$ cat src/rtl/spart_pkg.sv
// Shared SPART definitions: receive/transmit FSM state encoding and framing constants.
package spart_pkg;

    typedef enum logic [1:0] {
        IDLE  = 2'b00,
        START = 2'b01,
        DATA  = 2'b10,
        STOP  = 2'b11
    } rx_state_t;

    localparam int OVERSAMPLE = 16;
    localparam int MID_SAMPLE = 7;
    localparam int LAST_TICK  = 15;
    localparam int DATA_BITS  = 8;

endpackage

$ cat src/rtl/rx_sync.sv
// Two-flop synchronizer for the asynchronous serial line; presets to the idle (high) level.
module rx_sync (
    input  logic clk,
    input  logic rst,
    input  logic d,
    output logic q
);

    logic meta;

    // NOTE: flops take non-blocking assignments so meta->q forms a real two-stage pipeline.
    always_ff @(posedge clk or posedge rst) begin
        if (rst) begin
            meta <= 1'b1;
            q    <= 1'b1;
        end else begin
            meta <= d;
            q    <= meta;
        end
    end

endmodule

$ cat src/rtl/uart_receive.sv
// SPART receive half: 16x-oversampled 8N1 deframer with a one-entry holding register
// and sticky framing/overrun flags cleared by a bus read.
module uart_receive
    import spart_pkg::*;
#(
    parameter int OVERSAMPLE = spart_pkg::OVERSAMPLE,
    parameter int DATA_BITS  = spart_pkg::DATA_BITS
) (
    input  logic                 clk,
    input  logic                 rst,
    input  logic                 b_en,
    input  logic                 i_rx,
    input  logic                 i_iocs,
    input  logic                 i_iorw,
    output logic [DATA_BITS-1:0] o_data,
    output logic                 o_rda,
    output logic                 o_ferr,
    output logic                 o_ovr
);

    localparam logic [3:0] MID_TICK = 4'(MID_SAMPLE);
    localparam logic [3:0] END_TICK = 4'(OVERSAMPLE - 1);
    localparam logic [2:0] LAST_BIT = 3'(DATA_BITS - 1);

    rx_state_t            state, state_nxt;
    logic [3:0]           tcnt, tcnt_nxt;
    logic [2:0]           bcnt, bcnt_nxt;
    logic [DATA_BITS-1:0] shreg, shreg_nxt;
    logic [DATA_BITS-1:0] data_nxt;
    logic                 rda_nxt, ferr_nxt, ovr_nxt;
    logic                 rx_s;
    logic                 rd;

    rx_sync u_sync (
        .clk (clk),
        .rst (rst),
        .d   (i_rx),
        .q   (rx_s)
    );

    assign rd = i_iocs && !i_iorw;

    always_ff @(posedge clk or posedge rst) begin
        if (rst) begin
            state  <= IDLE;
            tcnt   <= '0;
            bcnt   <= '0;
            shreg  <= '0;
            o_data <= '0;
            o_rda  <= 1'b0;
            o_ferr <= 1'b0;
            o_ovr  <= 1'b0;
        end else begin
            state  <= state_nxt;
            tcnt   <= tcnt_nxt;
            bcnt   <= bcnt_nxt;
            shreg  <= shreg_nxt;
            o_data <= data_nxt;
            o_rda  <= rda_nxt;
            o_ferr <= ferr_nxt;
            o_ovr  <= ovr_nxt;
        end
    end

    // NOTE: every next-state value gets a hold default first so no path infers a latch.
    always_comb begin
        state_nxt = state;
        tcnt_nxt  = tcnt;
        bcnt_nxt  = bcnt;
        shreg_nxt = shreg;
        data_nxt  = o_data;
        rda_nxt   = o_rda;
        ferr_nxt  = o_ferr;
        ovr_nxt   = o_ovr;

        // A read clears the flags; a completing frame below can override that.
        if (rd) begin
            rda_nxt  = 1'b0;
            ferr_nxt = 1'b0;
            ovr_nxt  = 1'b0;
        end

        if (b_en) begin
            unique case (state)
                IDLE: begin
                    if (!rx_s) begin
                        state_nxt = START;
                        tcnt_nxt  = '0;
                    end
                end
                START: begin
                    if (tcnt == MID_TICK) begin
                        tcnt_nxt  = '0;
                        bcnt_nxt  = '0;
                        state_nxt = rx_s ? IDLE : DATA;
                    end else begin
                        tcnt_nxt = tcnt + 4'd1;
                    end
                end
                DATA: begin
                    if (tcnt == END_TICK) begin
                        shreg_nxt = {rx_s, shreg[DATA_BITS-1:1]};
                        tcnt_nxt  = '0;
                        if (bcnt == LAST_BIT) state_nxt = STOP;
                        else                  bcnt_nxt  = bcnt + 3'd1;
                    end else begin
                        tcnt_nxt = tcnt + 4'd1;
                    end
                end
                STOP: begin
                    if (tcnt == END_TICK) begin
                        // Leaving at mid stop bit lets a back-to-back start edge be caught.
                        state_nxt = IDLE;
                        tcnt_nxt  = '0;
                        if (rx_s) begin
                            data_nxt = shreg;
                            rda_nxt  = 1'b1;
                            if (o_rda && !rd) ovr_nxt = 1'b1;
                        end else begin
                            ferr_nxt = 1'b1;
                        end
                    end else begin
                        tcnt_nxt = tcnt + 4'd1;
                    end
                end
                default: state_nxt = IDLE;
            endcase
        end
    end

endmodule

$ cat config.mk
export PLATFORM = sky130hd
export DESIGN_NAME = uart_receive
export DESIGN_NICKNAME = d
export VERILOG_FILES = /design/src/rtl/spart_pkg.sv /design/src/rtl/rx_sync.sv /design/src/rtl/uart_receive.sv
export SDC_FILE = /design/constraint.sdc
export NUM_CORES = 1
export LEC_CHECK = 0
export CORE_UTILIZATION = 25
export DETAILED_ROUTE_END_ITERATION = 10
export PLACE_DENSITY = 0.43
export SYNTH_ARGS = -nofsm -noshare
export SYNTH_HDL_FRONTEND = slang
export SYNTH_SLANG_ARGS = --single-unit
$ cat constraint.sdc
create_clock -name clk -period 1.61 [get_ports clk]
set_input_delay 0.322 -clock clk [delete_from_list [all_inputs] [get_ports clk]]
set_output_delay 0.322 -clock clk [all_outputs]
set_load 0.01 [all_outputs]
Word level (Yosys, flattened, before mapping)
Cells that the tools add are included.
{"block": "totals", "regBits": 30, "inputBits": 6, "output_inout_bits": 11}
{"block": "classes", "n_addsub": 2, "n_eq_ne": 12, "muxes": 31, "n_reduce_logical": 12}
{"operator": "$mux 1", "count": 16}
{"operator": "$mux 2", "count": 6}
{"operator": "$mux 4", "count": 3}
{"operator": "$ne 2x2->1 const B", "count": 6}
{"operator": "$pmux 4 s3", "count": 1}
{"operator": "$mux 3", "count": 3}
{"operator": "$pmux 2 s4", "count": 1}
{"operator": "$pmux 3 s2", "count": 1}
{"operator": "$reduce_and 6->1", "count": 1}
{"operator": "$reduce_and 5->1", "count": 1}
{"operator": "$add 4x1->4 const B", "count": 1}
{"operator": "$eq 2x2->1 const B", "count": 2}
{"operator": "$eq 4x3->1 const B", "count": 1}
{"operator": "$eq 4x4->1 const B", "count": 1}
{"operator": "$reduce_and 4->1", "count": 1}
{"operator": "$add 3x1->3 const B", "count": 1}
{"operator": "$eq 3x3->1 const B", "count": 1}
{"operator": "$reduce_and 3->1", "count": 1}
{"operator": "$eq 2x1->1 const B", "count": 1}
{"operator": "$logic_and 1x1->1", "count": 2}
{"operator": "$logic_not 1->1", "count": 2}
{"operator": "$logic_not 2->1", "count": 1}
{"operator": "$reduce_and 2->1", "count": 1}
{"operator": "$reduce_bool 2->1", "count": 1}
{"operator": "$reduce_or 2->1", "count": 1}

Logic depth before layout (Yosys ltp)
Gate-level depths: netlist (run 1).
{"block": "logic_depth", "word_depth": 9, "depth_mapped": 5, "mapped_depth_nobuf": 5}

Cells and area by module
Synthesis (run 1) repeated with hierarchy kept, for this count alone.
{"block": "unflattened", "cells_unflattened": 105, "hier_area_um2": 1316.3}
{"mod": "uart_receive", "instances": 1, "cells_per_inst": 102, "area_per_inst_um2": 1260.0, "seq_area_each_um2": 700.7}
{"mod": "rx_sync", "instances": 1, "cells_per_inst": 3, "area_per_inst_um2": 56.3, "seq_area_each_um2": 52.6}

Worst setup path after synthesis (run 1)
OpenSTA, ideal clock, no wires.
{"block": "synth_timing", "path_type": "flip-flop to flip-flop", "from": "register tcnt[0]", "to": "register shreg[0]", "setup_ps": 125, "arrival_ps": 1501, "required_time_ps": 1485, "setup_slack_ps": -15, "stages_incl_launch_ff": 5, "n_path_buf": 0, "cell_sequence": "dfrtp_1 ha_1 nand3_1 nor3_4 mux2_2"}
{"block": "synth_between", "elab_chain_cells": 2}
{"item": "start, declared", "line": "uart_receive.sv:26", "rtl": "logic [3:0] tcnt, tcnt_nxt;"}
{"item": "start signal, assigned", "line": "uart_receive.sv:55", "rtl": "tcnt <= tcnt_nxt;"}
{"item": "$eq 4x4->1", "line": "uart_receive.sv:101", "rtl": "if (tcnt == END_TICK) begin"}
{"item": "$reduce_and 3->1 (no source line)"}
{"item": "end signal, assigned", "line": "uart_receive.sv:57", "rtl": "shreg <= shreg_nxt;"}
{"item": "end, declared", "line": "uart_receive.sv:28", "rtl": "logic [DATA_BITS-1:0] shreg, shreg_nxt;"}
No other way between the ends.
A chain may end at the register's enable or synchronous reset.

Final worst setup path (run 1)
{"block": "layout_timing", "from": "register bcnt[0]", "to": "register bcnt[0]"}
{"block": "layout_between", "elab_chain_cells": 4, "elab_cells_between_ends": 7, "cone_classes": "1 x add/sub; 2 x eq/ne; 3 x mux; 1 x reduce/logical"}
{"item": "start, declared", "line": "uart_receive.sv:27", "rtl": "logic [2:0] bcnt, bcnt_nxt;"}
{"item": "start signal, assigned", "line": "uart_receive.sv:56", "rtl": "bcnt <= bcnt_nxt;"}
{"item": "$add 3x1->3", "line": "uart_receive.sv:105", "rtl": "else bcnt_nxt = bcnt + 3'd1;"}
{"item": "$mux 3", "line": "uart_receive.sv:104", "rtl": "if (bcnt == LAST_BIT) state_nxt = STOP;"}
{"item": "$mux 3", "line": "uart_receive.sv:101"}
{"item": "$pmux 3 s2", "line": "uart_receive.sv:84", "rtl": "unique case (state)"}
Parallel ways exist; a longest one is shown, timed or not. The select of a mux whose other input is x is not followed.

==> results list, run 1 <==
* Avg WL per Cell: 12.2 um
- Primary flip-flop cell chosen by synthesis mapping: dfrtp_1
- Once detail routing completed, the nets flagged for antenna violations numbered 0.
* Latest clock arrival within the worst-skew pair: 0.28 ns
- Crit path capture type: register
- First-pass GRT wire length: 4.47 mm
* TritonCTS buffer count: 5
* Status: completed
* Setup-failing EPs final: 0
- Leaving out fill and tap cells, the most frequent cell in the layout is dfrtp_1.
- Synth Net Count: 111
* Clock tree from TritonCTS: done
* Number of enable flip-flop cells after synthesis: 0
- Timing would allow up to 640 MHz.
- Unique cell type count in the Yosys netlist: 33
* Peak fanout along the critical path: 3
* Pin count of the biggest net entering global routing: 31
* Post-layout instance count excluding filler cells: 209
* Std-Cell Core Area: 5140 um2
* Post-route DRC: 0
- The min-delay analysis places its worst path in the category reg -> reg.
* Internal power: 1.57 mW
* GRT Residual Overflow: 0
- The floorplan step defined a die boundary enclosing 5690 um2.
* Number of vias per cell: 4.26
* Share of post-route cells with drive strength above 1: 41.0%
- The clock drives 30 sinks.
- Worst hold path stage count: 0
* Final core area utilization: 36.9%
- IR analysis of the VDD net gives a maximum drop of 0.507 mV.
- The die is 75.4 um wide.
- Required time of the critical path: 1.77 ns
- Starting utilization of the core area: 26.2%
* Final antenna diode count: 0
- Counting flops with an async set or reset pin after synthesis yields a share of 100%.
- Once placement completed, the tool counted placed cells totaling 198.
- Maximum clock skew at final layout: 0.00780 ns
- Clock-pin slew was measured on the worst setup and hold paths at 0.06 ns.
- In this run the power density over the cells is 1200 nW/um2.
- Warning count from the yosys run: 0
- Proportion of synthesized chip area in sequential cells: 55.9%
- The top cell types in the final layout, fill and taps aside, are dfrtp_1 (26), mux2_2 (18), clkdlybuf4s50_1 (15).
- 17 I/O pins were placed.
- The number of pins exceeding their max-slew limit in the final report came to 0.
- Overall power consumption after layout is estimated at 2.27 mW.
- Power dissipated by switching net loads: 702 uW
* Sequential power share: 43.8%
- Dpl hpwl: 1.80 mm
- Measured along the y axis, the die boundary spans 75.4 um.
- The clock network accounts for 27.2% of the total power.
* Combinational share of power: 29.0%
- CTS built an H-tree with a depth of 2.
- Number of cells on the worst reg-to-reg path: 5
- Kind of launch point of the worst setup path: register
- The analysis attributes to cell leakage a power of 0.861 nW.
* Via count of the first global-routing pass: 932
* RSZ-0062 raised after global routing: yes
- The clock period could shrink to 1.56 ns.
- The longest clock path from root to sink contains 2 buffers.
- Iteration count of the initial detailed-routing pass: 4
* Max_slew headroom: 79.2%
- Number of hold violations in the final report: 0
* RD Place Congestion: 0.727
- Final layout net count: 147
- The initialized floorplan defines 26 standard-cell rows.
- Total Routed Length: 2.54 mm
- Area grow syn2layout: 40.9%
* Maxcap violations: 0
* Number of flip-flops and latches in the synthesized netlist: 30
- The mapped netlist covers 1350 um2.
* Port-buffer cells: 16
- Initial drt markers: 41
* Final-layout setup total negative slack: 0 ns
- Of the total power, the share spent switching nets is 30.9%.
* Data arrival at the endpoint of the critical path: 1.72 ns
* Average cell area after synthesis: 13.2 um2
- Total Routing Usage GR: 11.0%
- Via count: 891
* Transition time of the tightest slew-check pin: 0.309 ns
* Hold buffers post-CTS: 0
- Post-synthesis cell count: 102
- The final critical path takes up 97.0% of the cycle.
* Worst R2R Setup Slack: 0.05 ns
* Clk root buf: clkbuf_8
- Hold timing on the final database bottoms out at a slack of 0.356 ns.
* Critical path start-end classification: reg -> reg
- The number of antenna violations at the first check in global routing was 0.
## synthesized netlist by cell type, drive strengths merged, types with 2 or more instances
master,count,area [um2]
nand2b,5,31.3
nor3,2,32.5
nand4,2,27.5
inv,5,18.8
nand2,3,11.3
a22o,2,17.5
or2,2,12.5
dfstp,2,52.6
buf,2,10.0
ha,3,37.5
o21ai,2,10.0
mux2i,2,20.0
nand3,2,10.0
mux2,19,214
nor2,4,15.0
o2bb2ai,2,17.5
dfrtp,28,701
and2,2,12.5
## power groups by stage
stage | combinational, mW | sequential [mW] | clock [mW]
after detailed placement | 0.564 | 0.981 | 0
after CTS | 0.617 | 0.986 | 0.648
after global routing | 0.732 | 1.02 | 0.681
final | 0.659 | 0.996 | 0.617
after global placement | 0.561 | 0.980 | 0
after floorplan | 0.430 | 0.925 | 0
## stage by stage
stage / setup slack (ns) / instance area (um2)
global route: -0.0147 / 1900
global placement: -0.292 / 1720
CTS: 0.000498 / 1860
detailed placement: -0.292 / 1720
floorplan: 0.00572 / 1350
finish: 0.0476 / 1900
## timing repair
action / CTS / global route
setup buffers: 0 / 3
pin swaps: 2 / 4
endpoints found under the setup margin: 19 / 17
resized for setup: 9 / 5
## sequential cells by signal, summed over array words and instances (netlist names), named ones only
register     cells
bcnt             3
o_data           8
o_ferr           1
o_ovr            1
o_rda            1
shreg            8
state            1
tcnt             4
u_sync.meta      1
u_sync.q         1
## worst paths after layout
kind,from,to
setup / recovery,bcnt[0],bcnt[0]
hold / removal,u_sync.meta,u_sync.q
setup reg to reg,bcnt[0],bcnt[0]
hold reg to reg,u_sync.meta,u_sync.q
max in group asynchronous,rst,u_sync.q
min in group asynchronous,rst,tcnt[3]
## cell type report
| type | instances | area [um2] |
|---|---|---|
| clock buffer | 7 | 86.3 |
| clock inverter | 1 | 5.00 |
| fill | 533 | 3240 |
| inverter | 5 | 18.8 |
| multi-input combinational | 64 | 624 |
| sequential | 30 | 756 |
| tap | 70 | 87.6 |
| timing repair buffer | 32 | 320 |
## layer usage
metal	vias to the layer above	share of wire (%)	global-route usage [%]	routed length, um
li1	437	-	-	-
met1	433	46	13.5	1170
met2	16	48	17.6	1230
met3	5	3.5	3.57	88
met4	0	2.1	4.94	54
met5	-	0	0	0
## critical path: stages (launching register included)
cell	delay (ns)
dfrtp_1	0.38
ha_2	0.20
ha_4	0.17
nor4bb_4	0.27
o21bai_2	0.12
mux2_4	0.31
## cells by family (layout without fill, tap and decap cells)
| kind of cell | Yosys count | after routing | share of synthesized area [%] |
|---|---|---|---|
| DFF | 30 | 30 | 55.9 |
| and+or+nand+nor | 26 | 26 | 13.6 |
| muxes | 21 | 21 | 17.4 |
| AOI/OAI and AO/OA | 14 | 14 | 7.89 |
| buffers and inverters | 8 | 45 | 2.41 |
| adders and majority gates | 3 | 3 | 2.79 |
Power figures use the tool's default switching activity.
==> run 2, diff against run 1 <==
--- a/config.mk
+++ b/config.mk
@@ -7,6 +7,7 @@
 export LEC_CHECK = 0
 export CORE_UTILIZATION = 25
 export DETAILED_ROUTE_END_ITERATION = 10
+export MAX_ROUTING_LAYER = met4
 export PLACE_DENSITY = 0.43
 export SYNTH_ARGS = -nofsm -noshare
 export SYNTH_HDL_FRONTEND = slang
==> results list, run 2 (synthesis results as in run 1) <==
* Cell chain of the critical path: ha_2, ha_4, nor4bb_4, o21bai_2, mux2_4
* Initial drt markers: 40 (-2.4%)
- Final setup margin: 0.0476 ns (-0.000000200 ns)
- The relative contribution of sequential cells to total power is 43.8% (about the same).
- The total global routing track utilization is 11.3% (+0.34 points).
* Power density relative to cell area: 1200 nW/um2 (about the same)
- The depth of the CTS H-tree was 2 (unchanged).
- The tightest min-delay check is of the reg -> reg type.
* First-pass GRT wire length: 4.48 mm (+0.16%)
* Proportion of total power due to net switching: 30.9% (about the same)
- Peak fanout along the critical path: 3 (unchanged)
- Post-route DRC: 0 (unchanged)
- Portion of total power attributed to the clock network: 27.2% (about the same)
* Commonest cells after routing, fill and taps aside: dfrtp_1 (26), mux2_2 (18), clkdlybuf4s50_1 (15)
- The HPWL after detailed placement is 1.80 mm (unchanged).
- The fraction of power consumed by combinational cells was 29.0% (about the same).
- The count of input and output buffers is 16 (unchanged).
* Part of the cycle the worst path needs: 97.0% (about the same)
* Number of hold violations in the final report: 0 (unchanged)
* Avg WL per Cell: 12.2 um (unchanged)
* Internal power: 1.57 mW (about the same)
* RD Place Congestion: 0.735 (+1.2%)
- Latest clock arrival within the worst-skew pair: 0.28 ns (about the same)
* Total design power: 2.27 mW (about the same)
- The cell sitting at the root of the clock tree is a clkbuf_8.
* Final layout net count: 147 (unchanged)
- Total Routed Length: 2.54 mm (unchanged)
* Longest Clk Path Bufs: 2 (unchanged)
- Width of the chip: 75.4 um (unchanged)
- The relative area change from synthesis to final layout came to 40.9% (unchanged).
- The detail-routed via count per cell came to 4.27 (+0.11%).
* Number of cell rows: 26 (unchanged)
- Power dissipated by switching net loads: 703 uW (about the same)
- Die Footprint: 5690 um2 (unchanged)
* Clock tree from TritonCTS: done
* Largest stage delay, worst path: 0.38 ns (about the same)
* Cell area after placement: 1720 um2 (unchanged)
- Number of cells in the design after placement: 198 (unchanged)
* Maxcap violations: 0 (unchanged)
- The final antenna-violating net count was 0 (unchanged).
- Peak supply drop: 0.507 mV (about the same)
- The leakage power total is 0.861 nW (unchanged).
* Starting utilization of the core area: 26.2% (unchanged)
- The worst setup path is captured at a register.
- RSZ-0062 raised after global routing: yes
- Largest regs: o_data: 8 flops, shreg: 8 flops, tcnt: 4 flops
* Data arrival at the endpoint of the critical path: 1.72 ns (about the same)
- Final antenna diode count: 0 (unchanged)
* Std-Cell Core Area: 5140 um2 (unchanged)
* Iteration count of the initial detailed-routing pass: 4 (unchanged)
* Setup-failing EPs final: 0 (unchanged)
- The required time at the endpoint of the critical path came to 1.77 ns (about the same).
* Clock sink count: 30 (unchanged)
- The transition time of the tightest slew-check pin came to 0.310 ns (+0.000811 ns).
- The total number of vias was 892 (+0.11%).
- Final hold slack: 0.356 ns (-0.00000400 ns)
- The clock buffer count from CTS came to 5 (unchanged).
- Critical path start-end classification: reg -> reg
* Via count of the first global-routing pass: 932 (unchanged)
- Worst R2R Setup Slack: 0.05 ns (about the same)
- Number of antenna violations at the first check in global routing: 0 (unchanged)
- GRT Residual Overflow: 0 (unchanged)
- Kind of launch point of the worst setup path: register
- The flow ran to the end, and the final reports show no timing, DRC or antenna violations.
- The number of pins exceeding their max-slew limit in the final report is 0 (unchanged).
- I/O pin count: 17 (unchanged)
- The final clock skew came to 0.00783 ns (+0.0000314 ns).
- Leaving out fill and tap cells, the most frequent cell in the layout is dfrtp_1.
- Post-layout instance area: 1900 um2 (unchanged)
- The fraction of final layout cells sized beyond drive strength 1 came to 41.0% (unchanged).
* Dpl ws: -0.292 ns (unchanged)
- The number of standard cells in the layout, taps in and fillers out is 209 (unchanged).
- Fmax: 640 MHz (unchanged)
- The worst slew slack as a fraction of its limit was 79.2% (about the same).
- The final period demand of the worst path came to 1.56 ns (+0.000000200 ns).
- The slowest stage of the critical path belongs to the cell dfrtp_1.
- Clock Pin Slew Worst Setup and Hold Paths: 0.06 ns (about the same)
- The pin count of the biggest net entering global routing was 31 (unchanged).
* Die outline height: 75.4 um (unchanged)
## run 2: cell counts in the layout (fill, tap and decap cells not counted)
No cell type changed its count.
## run 2: path summary, 6_finish.rpt
path	cells past startpoint	end	from
worst max-delay path	5	bcnt[0]	bcnt[0]
worst min-delay path	0	u_sync.q	u_sync.meta
worst max register to register	5	bcnt[0]	bcnt[0]
worst min register to register	0	u_sync.q	u_sync.meta
max in group asynchronous	3	u_sync.q	rst
min in group asynchronous	3	tcnt[3]	rst
## run 2: critical path, delay by kind of cell (launching register included)
family                   cells  cell delay (ns)
AO/OA/AOI/OAI                1             0.12
adder cells (fa/ha/maj)      2             0.37
flip-flops                   1             0.38
multiplexers                 1             0.31
AND/OR/NAND/NOR              1             0.27
## run 2: power by group through the flow
stage | Sequential [mW] | Clock, mW | Combinational [mW]
5_1_grt | 1.02 | 0.681 | 0.732
4_1_cts | 0.986 | 0.648 | 0.617
2_1_floorplan | 0.925 | 0 | 0.430
3_3_place_gp | 0.980 | 0 | 0.561
3_5_place_dp | 0.981 | 0 | 0.564
6_report | 0.996 | 0.617 | 0.659
## run 2: final cells by class
class	count	area, um2
Clock buffer	7	86.3
Fill cell	533	3240
Clock inverter	1	5.00
Inverter	5	18.8
Tap cell	70	87.6
Sequential cell	30	756
Timing Repair Buffer	32	320
Multi-Input combinational cell	64	624
## run 2: metal layers
layer	track usage, %	up-vias	share of wire [%]
met5	-	-	0
met4	4.94	0	2.1
met3	3.57	5	3.6
met2	17.6	16	48
met1	13.5	434	46
li1	-	437	-
## run 2: what timing repair did
action                     in CTS  in global routing
cloned                          0                  0
hold buffers                    0                  0
gates resized for setup         9                  5
buffers inserted                0                  3
setup endpoints to repair      19                 17
pin swaps                       2                  4
## run 2: metrics by stage
stage	util (%)	TNS (ns)
after floorplan	-	0
after global placement	33.4	-4.55
after detailed placement	33.4	-4.91
after CTS	36.1	0
after global routing	36.9	-0.0147
final	36.9	0
==> run 3, diff against run 2 <==
--- a/config.mk
+++ b/config.mk
@@ -9,6 +9,7 @@
 export DETAILED_ROUTE_END_ITERATION = 10
 export MAX_ROUTING_LAYER = met4
 export PLACE_DENSITY = 0.43
+export SKIP_CTS_REPAIR_TIMING = 1
 export SYNTH_ARGS = -nofsm -noshare
 export SYNTH_HDL_FRONTEND = slang
 export SYNTH_SLANG_ARGS = --single-unit
==> results list, run 3 (synthesis results as in run 1) <==
- The flow ran to the end, and the final reports show no timing, DRC or antenna violations.
- The total chip power came to 2.27 mW (-0.14%).
- The relative area change from synthesis to final layout was 40.9% (unchanged).
* Final layout net count: 147 (unchanged)
- The leakage power total is 0.860 nW (about the same).
- Share of post-route cells with drive strength above 1: 41.0% (unchanged)
* Post-route DRC: 0 (unchanged)
* Number of cells in the design after placement: 198 (unchanged)
* Via count of the first global-routing pass: 924 (-0.86%)
- The startpoint identified for the worst hold timing path is u_sync.meta.
- The floorplan core area came to 5140 um2 (unchanged).
* Worst min path class: reg -> reg
* Latest clock arrival within the worst-skew pair: 0.28 ns (about the same)
* Cell area after placement: 1720 um2 (unchanged)
- The diode insertion count for antenna repair came to 0 (unchanged).
- Terminus of the critical flop-to-flop path: bcnt[0]
- The transition time of the tightest slew-check pin came to 0.296 ns (-0.0136 ns).
- The worst register-to-register path begins at bcnt[0].
- The count of input and output buffers came to 16 (unchanged).
- CTS placed an instance of clkbuf_8 at the clock tree root.
- Via count: 895 (+0.34%)
- Total Routed Length: 2.54 mm (-0.28%)
- The worst vdd rail ir drop came to 0.507 mV (about the same).
- Dpl hpwl: 1.80 mm (unchanged)
- Most common library cell in the layout ignoring fill and taps: dfrtp_1
* Maxcap violations: 0 (unchanged)
* Initial drt markers: 60 (+50%)
- TritonCTS built the clock tree.
* Power dissipated by switching net loads: 700 uW (-0.30%)
- The buffer levels on the longest clock path came to 2 (unchanged).
- Combinational share of power: 28.9% (about the same)
* Proportion of total power due to net switching: 30.9% (-0.051 points)
- The register-to-register path setup slack was 0.02 ns (-0.03 ns).
- The clock-pin transition on the worst setup and hold timing paths came to 0.06 ns (about the same).
* Crit path capture type: register
- Die outline height: 75.4 um (unchanged)
- Worst hold path stage count: 0 (unchanged)
- In the final layout, the registers with the most flip-flops are o_data: 8 flops, shreg: 8 flops, tcnt: 4 flops.
- The highest achievable clock rate was 629 MHz (-1.7%).
- TritonCTS buffer count: 5 (unchanged)
- The detail-routed via count per cell was 4.28 (+0.34%).
- Slew Limit Fails: 0 (unchanged)
- The first-pass detailed-route iteration total is 4 (unchanged).
* Maximum clock skew at final layout: 0.00740 ns (-0.000425 ns)
- The number of fill cells in the layout came to 532 (-0.19%).
- Number of cells on the worst reg-to-reg path: 5 (unchanged)
- Final setup margin: 0.0207 ns (-0.0269 ns)
- Width of the chip: 75.4 um (unchanged)
* I/O pin count: 17 (unchanged)
- The final antenna-violating net count came to 0 (unchanged).
* Kind of launch point of the worst setup path: register
* Die Footprint: 5690 um2 (unchanged)
- The number of placement rows is 26 (unchanged).
- The number of antenna violations at the first check in global routing is 0 (unchanged).
- Setup-failing EPs final: 0 (unchanged)
- RSZ-0062 raised after global routing: yes
- Portion of total power attributed to the clock network: 27.2% (about the same)
- The required time at the endpoint of the critical path came to 1.77 ns (about the same).
* Peak fanout along the critical path: 3 (unchanged)
- Dpl ws: -0.292 ns (unchanged)
- Power density relative to cell area: 1200 nW/um2 (-0.14%)
- H-tree levels: 2 (unchanged)
- The final period demand of the worst path came to 1.59 ns (+0.0269 ns).
- Data arrival at the endpoint of the critical path: 1.75 ns (+0.03 ns)
- Number of hold violations in the final report: 0 (unchanged)
- Hold EP: u_sync.q
- First-pass GRT wire length: 4.43 mm (-1.1%)
* Final hold slack: 0.356 ns (unchanged)
- The aggregate global routing overflow is 0 (unchanged).
- Internal power: 1.57 mW (about the same)
- The share of the core filled with cells was 36.9% (unchanged).
- The final instance area came to 1900 um2 (unchanged).
- Total Routing Usage GR: 11.2% (-0.087 points)
* Critical path start-end classification: reg -> reg
- The weighted congestion reported at the end of routability-driven placement was 0.735 (unchanged).
- The relative contribution of sequential cells to total power is 43.9% (about the same).
- The clock net sink count came to 30 (unchanged).
- Commonest cells after routing, fill and taps aside: dfrtp_1 (26), mux2_2 (18), clkdlybuf4s50_1 (15)
- The final routed wire length divided by cell count was 12.1 um (-0.28%).
* Final-layout setup total negative slack: 0 ns (unchanged)
* Part of the cycle the worst path needs: 98.7% (+1.7 points)
- The number of standard cells in the layout, taps in and fillers out came to 209 (unchanged).
- Pin count of the biggest net entering global routing: 31 (unchanged)
- Starting utilization of the core area: 26.2% (unchanged)
- Max_slew headroom: 80.1% (+0.91 points)
run 3: worst max path at each step:
| stage | start | endpoint | slack, ns | depth (start not counted) |
|---|---|---|---|---|
| after detailed placement | b_en | shreg[3] | -0.29 | 5 |
| after global placement | b_en | shreg[3] | -0.29 | 5 |
| after floorplan | tcnt[0] | o_data[0] | 0.006 | 4 |
| final | bcnt[0] | bcnt[0] | 0.02 | 5 |
| after global routing | bcnt[0] | bcnt[0] | -0.05 | 5 |
| after CTS | tcnt[0] | shreg[3] | -0.10 | 5 |
run 3: power by group through the flow:
stage / Sequential, mW / Clock, mW / Combinational, mW
floorplan: 0.925 / 0 / 0.430
global placement: 0.980 / 0 / 0.561
detailed placement: 0.981 / 0 / 0.564
CTS: 0.968 / 0.648 / 0.568
global route: 1.02 / 0.681 / 0.735
finish: 0.996 / 0.617 / 0.656
run 3: critical path, cell delays in order (launching register included):
cell and delay, ns:
dfrtp_1 0.38, ha_2 0.20, ha_4 0.17, nor4bb_4 0.28, o21bai_2 0.14, mux2_4 0.31
run 3: cell type report:
cell class	count	area [um2]	share of cell area, %
clock buffers	7	86.3	4.55
clock inverters	1	5.00	0.264
inverters	5	18.8	0.989
multi-input cells	64	624	32.9
flip-flops and latches	30	756	39.8
well taps	70	87.6	4.61
repair buffers	32	320	16.9
run 3: metal layers:
layer  vias to the layer above  global-route usage (%)  wire length (um)  part of all wire (%)
met1                       438                    13.4              1160                    46
met5                         -                       -                 0                     0
met3                         5                    3.57                88                   3.5
met2                        16                    17.5              1240                    49
li1                        436                       -                 -                     -
met4                         0                    4.94                54                   2.1
==> RTL edit 1 (config.mk and constraints of run 3) <==
One comparison of `tcnt` changes from == to >=.
--- a/src/rtl/uart_receive.sv
+++ b/src/rtl/uart_receive.sv
@@ -91,3 +91,3 @@
                 START: begin
-                    if (tcnt == MID_TICK) begin
+                    if (tcnt >= MID_TICK) begin
                         tcnt_nxt  = '0;
Check against the original RTL: no difference found for any inputs over 10 cycles, from zero or initial values and one cycle with rst high; that may be too few to reach the edited logic, so the function may still have changed.
==> RTL edit 1 against run 3 <==
  * Total power down 3.9%
  * Global-route usage down 1.6 points
  * Clock power down 11%
  * Critical path depth down 1
  * Worst setup slack better by 30 ps
  * Combinational power down 5.0%
  * Cell area down 7.8%
  * Sequential cell count unchanged
  * Count of clock-buffer cells in the layout down 2
  * Wire length down 3.3%
  * Area after synthesis up 4.5%
  * Cell count down 2.9%
==> RTL edit 1: results (changes against run 3) <==
outcome=finished clean; leakage power=0.000814 uW (-5.4%); CP delay by family, top=simple AND/OR/NAND/NOR gates; drt wl/cell=12.1 um (-0.45%); RePlAce Congestion=0.722 (-1.8%); Critical Path Fanout Max=8 (+5); register area share after synthesis=0.535 (-0.0238); worst ir drop on vdd=505 uV (-0.36%); Warnings, synthesis=0 (unchanged); fill count=550 (+3.4%); Regs by FF count=o_data x8, shreg x8, tcnt x4; 1st-iter DRT viols=8 (-87%); adder-cell share of the synthesized area=0.0267 (-0.00119); dpl ws=-47.7 ps (+244 ps); post-synthesis mux area share=0.178 (+0.00415); Synth Instances=108 (+5.9%); largest cells by area after synthesis=dfrtp_1, mux2_4, mux2_2; final setup skew=1.64 ps (-5.77 ps); count of different cell masters after synthesis=35 (+6.1%); first-pass GRT wire length=4280 um (-3.3%); Pint=1510 uW (-3.6%); Vias=921 (+2.9%); Synth Area in Compound Gates=0.0871 (+0.00819); P_sw=668 uW (-4.7%); non-filler cells, final=203 (-2.9%); RR Startpoint=tcnt[1]; Gate power share=0.286 (-0.003); Final nets=142 (-3.4%); Mapped Nets=117 (+5.4%); Reg clk slew, reported paths=60 ps (about the same); share of cells above drive strength 1=0.293 (-0.117); Arr. time, crit path=1720 ps (-30 ps); class of the worst hold path=reg2reg; hpwl dp=1800 um (about the same); top cells by count, synth=dfrtp_1, mux2_2, mux2_4; Final Core Density=0.332 (-0.0371); Slew HR=0.685 (-0.116)
## RTL edit 1: path summary, 6_finish.rpt
| path | end | slack (ps) | depth (start not counted) |
|---|---|---|---|
| min reg2reg | u_sync.q | 350 | 0 |
| max reg2reg | shreg[5] | 50 | 4 |
| max in group asynchronous | u_sync.q | 990 | 3 |
| min | u_sync.q | 350 | 0 |
| max | shreg[5] | 50 | 4 |
| min in group asynchronous | o_data[3] | 380 | 3 |
## RTL edit 1: metal layers
| layer | vias up | track usage | wire length (um) |
|---|---|---|---|
| li1 | 434 | - | - |
| met1 | 462 | 0.114 | 1140 |
| met2 | 19 | 0.144 | 1130 |
| met3 | 6 | 0.0250 | 107 |
| met4 | 0 | 0.0623 | 73 |
| met5 | - | - | 0 |
## RTL edit 1: final cells by class
type / count / area share
multi-input cells: 68 / 0.337
well taps: 70 / 0.0500
clock buffers: 5 / 0.0393
repair buffers: 22 / 0.124
inverters: 6 / 0.0129
flip-flops and latches: 30 / 0.430
clock inverters: 2 / 0.00572
==> RTL edit 2 (flow settings as in run 3) <==
Made on the original files. Change the package constant `DATA_BITS` from 8 to 10.
--- a/src/rtl/spart_pkg.sv
+++ b/src/rtl/spart_pkg.sv
@@ -13,3 +13,3 @@
     localparam int LAST_TICK  = 15;
-    localparam int DATA_BITS  = 8;
+    localparam int DATA_BITS  = 10;
 
Ports: changed (resized o_data); port bits go from 17 to 19. No check against the original RTL was run, so the function may have changed too.
==> RTL edit 2 against run 3 <==
  * Fmax is 3.3% higher
  * Die area up 18%
  * Area after synthesis rose by 18%
  * Sequential share of layout area increased by 1.9 points
  * Sequential cell count up 4
  * Via count up 17%
  * Wire length rose by 18%
  * Worst setup slack improved by 51 ps
  * Cell area grew 7.7%
  * Combinational power grew 4.4%
  * Total power increased by 3.9%
  * Critical endpoint is now o_data[4]
==> RTL edit 2: results (changes against run 3) <==
outcome=finished clean; Warnings, synthesis=0 (unchanged); first-pass GRT wire length=5090 um (+15%); final setup skew=6.62 ps (-0.788 ps); asr flop ratio synth=1.00 (unchanged); worst setup path startpoint=b_en; R2R setup slack=80 ps (+60 ps); worst ir drop on vdd=511 uV (+0.75%); largest cells by area after synthesis=dfrtp_1, mux2_4, mux2_2; Main synth FF type=dfrtp_1; buffers added on ports=18 (+2); vias in the first global route=1068 (+16%); Max clock buf depth=2 (unchanged); n_diodes=0 (unchanged); drt wl/cell=12.9 um (+6.1%); gr usage total=0.104 (-0.00817); R2R depth=4 (-1); count of different cell masters after synthesis=38 (+15%); hpwl dp=2130 um (+18%); RR Startpoint=tcnt[0]; CTS H-tree depth=2 (unchanged); r2r endpoint=o_data[4]; fill count=614 (+15%); initial antenna violation count=0 (unchanged); Worst-Skew Late Latency=280 ps (about the same); leakage power=0.000915 uW (+6.3%); Initial DRT Pass Iterations=4 (unchanged); root buffer cell=clkbuf_8; top cells by count, synth=dfrtp_1, mux2_2, mux2_4; class of the worst hold path=reg2reg; cts bufs inserted=5 (unchanged); register area share after synthesis=0.535 (-0.0236); Reg clk slew, reported paths=70 ps; largest net degree at the start of global routing=35 (+13%); Regs by FF count=o_data x10, shreg x10, tcnt x4; RePlAce Congestion=0.789 (+7.2%); via density per instance=4.50 (+5.0%); Critical Path Fanout Max=9 (+6); Worst Setup End Kind=flip-flop; Worst-Margin Slew=450 ps (+153 ps); Arr. time, crit path=1710 ps (-40 ps); 1st-iter DRT viols=41 (-32%); dpl cells=224 (+13%); Synth Instances=123 (+21%); Final nets=165 (+12%); final wirelength=2990 um (+18%); Mapped Nets=132 (+19%); share of cells above drive strength 1=0.318 (-0.0916)
RTL edit 2: changes by cell type after synthesis, sizes merged, moves of 2 or more:
cell | before | now
nor3 | 2 | 0
clkbuf | 1 | 3
nor2 | 4 | 2
nor2b | 1 | 4
a21oi | 0 | 3
nand2 | 3 | 6
nand3 | 2 | 5
o21ai | 2 | 4
dfrtp | 28 | 32
RTL edit 2: layout make-up:
type	count	area [um2]	share of cell area
clock buffers	6	82.6	0.0404
clock inverters	2	12.5	0.00612
inverters	5	18.8	0.00918
multi-input cells	78	673	0.329
flip-flops and latches	34	853	0.417
well taps	75	93.8	0.0459
repair buffers	32	310	0.152
RTL edit 2: per-layer routing:
metal | share of wire | GRT usage
met5 | 0 | -
met4 | 0.014 | 0.0474
met3 | 0.032 | 0.0267
met2 | 0.44 | 0.143
met1 | 0.51 | 0.142
RTL edit 2: metrics by stage:
step | power [uW] | setup slack [ps] | cell area [um2] | utilization | TNS [ps]
floorplan | 1480 | 1.66 | 1590 | - | 0
global placement | 1700 | -199 | 1940 | 0.323 | -4230
detailed placement | 1720 | -228 | 1940 | 0.323 | -4690
CTS | 2380 | 58.4 | 2040 | 0.338 | 0
global route | 2510 | 4.53 | 2040 | 0.339 | 0
finish | 2360 | 71.9 | 2040 | 0.339 | 0
RTL edit 2: worst max-delay path, cell delays in order:
cell             delay (ps)
clkdlybuf4s50_1         500
and4_4                  250
and3_4                  310
mux2_4                  320
RTL edit 2: where the power goes:
part | switching, uW | total, uW | leakage [uW] | internal, uW
combinational | 343 | 685 | 0.000421 | 343
clock | 299 | 643 | 0.0000472 | 343
sequential | 80.8 | 1030 | 0.000446 | 948
total | 723 | 2360 | 0.000915 | 1630
RTL edit 2: cell families after synthesis:
logic type	Yosys count	synth area share
AND/OR/NAND/NOR	33	0.131
AO/OA/AOI/OAI	20	0.0895
flip-flops	34	0.535
multiplexers	22	0.175
adder cells (fa/ha/maj)	3	0.0236
buffers and inverters	11	0.0455
RTL edit 2: worst min path at each step:
stage                            from     endpoint  slack (ps)  cells after the start
after CTS                 u_sync.meta     u_sync.q         360                      0
after global placement    u_sync.meta     u_sync.q         350                      0
after floorplan                  i_rx  u_sync.meta         330                      0
after global routing      u_sync.meta     u_sync.q         360                      0
after detailed placement  u_sync.meta     u_sync.q         350                      0
final                     u_sync.meta     u_sync.q         360                      0
